--- src/rtl/wb_stage.sv ---
// Writeback stage: registers memory-stage results, waits for load data, extends it,
// and drives the register-file write port. Also counts retirements and flags bad loads.
module wb_stage #(
  parameter int DATA_WIDTH   = 32,
  parameter int LOAD_TIMEOUT = 16,
  parameter int CNT_W        = 32
) (
  input  logic                  clk,
  input  logic                  arst_n,
  input  logic                  in_valid,
  output logic                  in_ready,
  input  logic [DATA_WIDTH-1:0] in_opr_res,
  input  logic [DATA_WIDTH-1:0] in_pc4,
  input  logic [4:0]            in_rd,
  input  logic                  in_rf_en,
  input  logic [1:0]            in_wb_sel,
  input  logic                  in_is_load,
  input  logic [2:0]            in_lsuop,
  input  logic                  dmem_rvalid,
  input  logic [DATA_WIDTH-1:0] dmem_rdata,
  output logic                  rf_we,
  output logic [4:0]            rf_waddr,
  output logic [DATA_WIDTH-1:0] rf_wdata,
  output logic                  load_misalign,
  output logic                  load_timeout,
  output logic [CNT_W-1:0]      retire_count
);

  localparam int TW = $clog2(LOAD_TIMEOUT + 1);

  typedef enum logic [0:0] {IDLE, LOAD_WAIT} state_e;

  state_e                  state_q, state_d;
  logic [TW-1:0]           cnt_q, cnt_d;
  logic [DATA_WIDTH-1:0]   opr_res_q, opr_res_d, pc4_q, pc4_d;
  logic [4:0]              rd_q, rd_d;
  logic                    rf_en_q, rf_en_d;
  logic [1:0]              wb_sel_q, wb_sel_d;
  logic [2:0]              lsuop_q, lsuop_d;
  logic                    rf_we_q, rf_we_d;
  logic [4:0]              rf_waddr_q, rf_waddr_d;
  logic [DATA_WIDTH-1:0]   rf_wdata_q, rf_wdata_d;
  logic                    misalign_q, misalign_d;
  logic                    timeout_q, timeout_d;
  logic [CNT_W-1:0]        retire_q, retire_d;
  logic [TW-1:0]           cnt_inc;

  function automatic logic [31:0] extract(input logic [31:0] w, input logic [1:0] a,
                                          input logic [2:0] op);
    logic [31:0] sh;
    logic [7:0]  b;
    logic [15:0] h;
    sh = w >> {a, 3'b000};
    b  = sh[7:0];
    h  = a[1] ? w[31:16] : w[15:0];
    case (op)
      3'b000:  return {{24{b[7]}}, b};
      3'b001:  return {{16{h[15]}}, h};
      3'b100:  return {24'h0, b};
      3'b101:  return {16'h0, h};
      default: return w;
    endcase
  endfunction

  function automatic logic misaligned(input logic [1:0] a, input logic [2:0] op);
    case (op)
      3'b000, 3'b100: return 1'b0;
      3'b001, 3'b101: return a[0];
      default:        return a != 2'b00;
    endcase
  endfunction

  assign in_ready = (state_q == IDLE);
  assign cnt_inc  = cnt_q + 1'b1;

  // NOTE: every always_comb target gets a default first so no path can infer a latch.
  always_comb begin
    state_d    = state_q;
    cnt_d      = cnt_q;
    opr_res_d  = opr_res_q;
    pc4_d      = pc4_q;
    rd_d       = rd_q;
    rf_en_d    = rf_en_q;
    wb_sel_d   = wb_sel_q;
    lsuop_d    = lsuop_q;
    rf_we_d    = 1'b0;
    rf_waddr_d = '0;
    rf_wdata_d = '0;
    misalign_d = 1'b0;
    timeout_d  = 1'b0;
    retire_d   = retire_q;

    case (state_q)
      IDLE: begin
        if (in_valid) begin
          opr_res_d = in_opr_res;
          pc4_d     = in_pc4;
          rd_d      = in_rd;
          rf_en_d   = in_rf_en;
          wb_sel_d  = in_wb_sel;
          lsuop_d   = in_lsuop;
          if (!in_is_load) begin
            rf_we_d    = in_rf_en && (in_rd != 5'd0);
            rf_waddr_d = in_rd;
            rf_wdata_d = (in_wb_sel == 2'b10) ? in_pc4 : in_opr_res;
            retire_d   = retire_q + 1'b1;
          end else if (misaligned(in_opr_res[1:0], in_lsuop)) begin
            misalign_d = 1'b1;
            retire_d   = retire_q + 1'b1;
          end else begin
            state_d = LOAD_WAIT;
            cnt_d   = '0;
          end
        end
      end
      LOAD_WAIT: begin
        if (dmem_rvalid) begin
          rf_we_d    = rf_en_q && (rd_q != 5'd0);
          rf_waddr_d = rd_q;
          case (wb_sel_q)
            2'b01:   rf_wdata_d = extract(dmem_rdata, opr_res_q[1:0], lsuop_q);
            2'b10:   rf_wdata_d = pc4_q;
            default: rf_wdata_d = opr_res_q;
          endcase
          retire_d = retire_q + 1'b1;
          state_d  = IDLE;
        end else begin
          cnt_d = cnt_inc;
          if (cnt_inc == TW'(LOAD_TIMEOUT)) begin
            timeout_d = 1'b1;
            retire_d  = retire_q + 1'b1;
            state_d   = IDLE;
          end
        end
      end
      default: state_d = IDLE;
    endcase
  end

  // NOTE: reset is synchronous, so it lives inside the clocked block with non-blocking updates.
  always_ff @(posedge clk) begin
    if (!arst_n) begin
      state_q    <= IDLE;
      cnt_q      <= '0;
      opr_res_q  <= '0;
      pc4_q      <= '0;
      rd_q       <= '0;
      rf_en_q    <= 1'b0;
      wb_sel_q   <= '0;
      lsuop_q    <= '0;
      rf_we_q    <= 1'b0;
      rf_waddr_q <= '0;
      rf_wdata_q <= '0;
      misalign_q <= 1'b0;
      timeout_q  <= 1'b0;
      retire_q   <= '0;
    end else begin
      state_q    <= state_d;
      cnt_q      <= cnt_d;
      opr_res_q  <= opr_res_d;
      pc4_q      <= pc4_d;
      rd_q       <= rd_d;
      rf_en_q    <= rf_en_d;
      wb_sel_q   <= wb_sel_d;
      lsuop_q    <= lsuop_d;
      rf_we_q    <= rf_we_d;
      rf_waddr_q <= rf_waddr_d;
      rf_wdata_q <= rf_wdata_d;
      misalign_q <= misalign_d;
      timeout_q  <= timeout_d;
      retire_q   <= retire_d;
    end
  end

  assign rf_we         = rf_we_q;
  assign rf_waddr      = rf_waddr_q;
  assign rf_wdata      = rf_wdata_q;
  assign load_misalign = misalign_q;
  assign load_timeout  = timeout_q;
  assign retire_count  = retire_q;

endmodule

--- config.mk ---
export PLATFORM = sky130hd
export DESIGN_NAME = wb_stage
export DESIGN_NICKNAME = d
export VERILOG_FILES = /design/src/rtl/wb_stage.sv
export SDC_FILE = /design/constraint.sdc
export NUM_CORES = 1
export LEC_CHECK = 0
export ABC_AREA = 1
export CAP_MARGIN = 20
export CORE_MARGIN = 1
export CORE_UTILIZATION = 30
export CTS_CLUSTER_DIAMETER = 200
export CTS_CLUSTER_SIZE = 12
export DETAILED_ROUTE_END_ITERATION = 6
export GPL_TIMING_DRIVEN = 0
export PLACE_DENSITY = 0.55
export SYNTH_ARGS = -nofsm -noshare
export SYNTH_HDL_FRONTEND = slang
export SYNTH_SLANG_ARGS = --single-unit
export TNS_END_PERCENT = 50
--- constraint.sdc ---
create_clock -name clk -period 2.74 [get_ports clk]
set_clock_uncertainty 0.15 [all_clocks]
set_input_delay 0.274 -clock clk [delete_from_list [all_inputs] [get_ports clk]]
set_output_delay 0.274 -clock clk [all_outputs]
set_load 0.1 [all_outputs]
==> impl_metrics.csv <==
group,metric,value,unit
run_status,outcome,"complete, but fails checks",
run_status,violations,"DRC",
drt,drt-initial-drc-count,552,
yosys,syn_nets,1345,
critical_path,critPathKind,"register to primary output",
yosys,netlist.area_leader.share,38.2,%
timing,hold_violations,0,
global_routing,grt_use_total,21.8,%
placement,dp_hpwl,23000,um
timing,slew_headroom,30.4,%
drt,via_per_inst,4.86,
drt,drc_errors,20,
clocking,numCtsBuffers,17,
critical_path,worstPathArrival,2.15,ns
finish,antennaDiodeCount,0,
timing,setup_viol,0,
drt,routedWlPerCell,16.6,um
die,rows,59,
placement,io_buffer_count,184,
finish,area_delta_synth_final,35.1,%
timing,worst_pin_slew,1.04,ns
finish,fin_util,41.4,%
drt,first_pass_iters,7,
yosys,synth.distinct_cells,31,
yosys,avgSynthCellArea,6.52,um2
die,die_y,165,um
clocking,clk_pin_slew_worst_paths,0.07,ns
pwr,power.density,543,nW/um2
placement,gp_congestion,0.913,
clocking,root_buffer,"clkbuf_16",
yosys,synth-seq-cells,153,
yosys,synth_warnings,0,
clocking,htreeDepth,4,
global_routing,grt_overflow,0,
timing,rsz0062_at_grt,"false",
clocking,post-cts-setup-buffer-count,0,
yosys,synth_edf_count,0,
clocking,clock_sinks,153,
die,dieArea,27400,um2
timing,period_minus_slack,2.57,ns
die,top_level_ports,185,
clocking,cts_hold_buf,0,
finish,fin_nets,1548,
yosys,synthCells,1229,
die,die_x,165,um
clocking,clock_latency,0.44,ns
die,initial_core_util,30.6,%
yosys,synth_area,8010,um2
timing,tns,0,ns
critical_path,critPathLaunchType,"register",
run,cap_violations,0,
global_routing,antenna_found_initial,0,
yosys,synthArstFlopShare,0,%
pwr,vdd_drop_max,0.293,mV
timing,post-route-period-util,94.0,%
critical_path,path_max_fanout,6,
yosys,synthTopCellsByCount,"nand2_1 (314), a21oi_1 (186), nor2_1 (182)",
yosys,yosysSeqAreaShare,38.2,%
yosys,synth_top_cells_by_area,"dfxtp_1 (38%), nand2_1 (15%), a21oi_1 (12%)",
critical_path,crit_required,2.32,ns
global_routing,grt_pass1_wl,45300,um
yosys,synth_ff_type,"dfxtp_1",
drt,vias,8658,
yosys,synth.largest_area_cell,"dfxtp_1",
drt,antenna_left,0,
timing,slew_violations,0,
pwr,leakage,4.10,nW
clocking,cts_tree,"built",
drt,routed_wl,29600,um
critical_path,endpoint_kind,"primary output",
clocking,ctsResizeCount,0,
finish,drive_gt1_share,5.05,%
die,core_region_area,26100,um2
global_routing,grt_pass1_vias,8225,
clocking,clk_path_buf_depth,2,
yosys,yosysMostFrequentCell,"nand2_1",
hold_path,hold_path.class,"primary input to register",
global_routing,grt_max_degree,17,
timing,max_freq,388,MHz
cells in the final DEF (no fill, tap or decap), drive strengths merged:
| master | instances |
|---|---|
| clkinvlp | 2 |
| clkinv | 5 |
| nor2 | 190 |
| o211ai | 25 |
| nor4 | 2 |
| nor3 | 2 |
| a21oi | 187 |
| xnor2 | 4 |
| dfxtp | 153 |
| o21ai | 106 |
| nand4 | 4 |
| inv | 90 |
| a22oi | 1 |
| nand3b | 13 |
| nand3 | 29 |
| o21a | 22 |
| xor2 | 11 |
| nand2 | 320 |
| buf | 23 |
| ha | 4 |
| clkbuf | 68 |
| clkdlybuf4s50 | 184 |
worst paths after layout:
check / start / end / slack [ns] / cells past startpoint
worst min register to register: opr_res_q[15] / opr_res_q[15] / 0.30 / 2
worst min-delay path: in_opr_res[26] / opr_res_q[26] / 0.26 / 3
worst max register to register: wb_sel_q[0] / rf_wdata[4] / 0.53 / 8
worst max-delay path: state_q / in_ready / 0.17 / 2
sequential cells by signal, indices dropped and copies added, names as in the netlist:
register / flops
cnt_q: 5
opr_res_q: 32
state_q: 1
rd_q: 5
rf_waddr: 5
wb_sel_q: 2
rf_we: 1
load_misalign: 1
retire_count: 32
pc4_q: 32
lsuop_q: 3
rf_en_q: 1
rf_wdata: 32
load_timeout: 1
cells by family after synthesis:
group                      synth area share (%)
AOI/OAI and AO/OA                          22.9
xor gates and xnor gates                   1.64
adders and majority gates                 0.625
buffers and inverters                      8.08
DFF                                        38.2
and+or+nand+nor                            28.5
report_power, final:
group          switching, mW  internal [mW]
registers             0.0543           2.34
clock network           1.05           1.20
logic                  0.810          0.415
through the flow:
stage	area [um2]	power, mW	hold WS [ns]	worst slack [ns]	instances
2_1_floorplan	8010	3.18	0.203	0.233	1229
3_3_place_gp	10300	3.65	0.289	0.150	1748
3_5_place_dp	10300	3.66	0.294	0.101	1748
4_1_cts	10800	5.93	0.251	0.156	1780
5_1_grt	10800	6.14	0.267	0.108	1780
6_report	10800	5.87	0.260	0.165	1780
layout make-up:
cell class                      count  area, um2
Fill cell                        2810      15300
Multi-Input combinational cell    920       4300
Sequential cell                   153       3060
Timing Repair Buffer              184       1840
Clock buffer                       18        439
Tap cell                          335        419
Buffer                             73        333
Inverter                           83        314
Clock inverter                     14        111
layer usage:
layer	GRT usage (%)	wire length, um	vias to the layer above
met3	3.97	1600	41
met5	0	0	-
li1	-	-	4414
met4	6.61	681	0
met1	28.2	13500	3962
met2	36.7	13800	241
worst max-delay path, cell delays in order, from the launching register on:
cell and delay, ns:
dfxtp_1 0.38, inv_2 0.15, clkdlybuf4s50_1 1.18
Power figures use the tool's default switching activity.
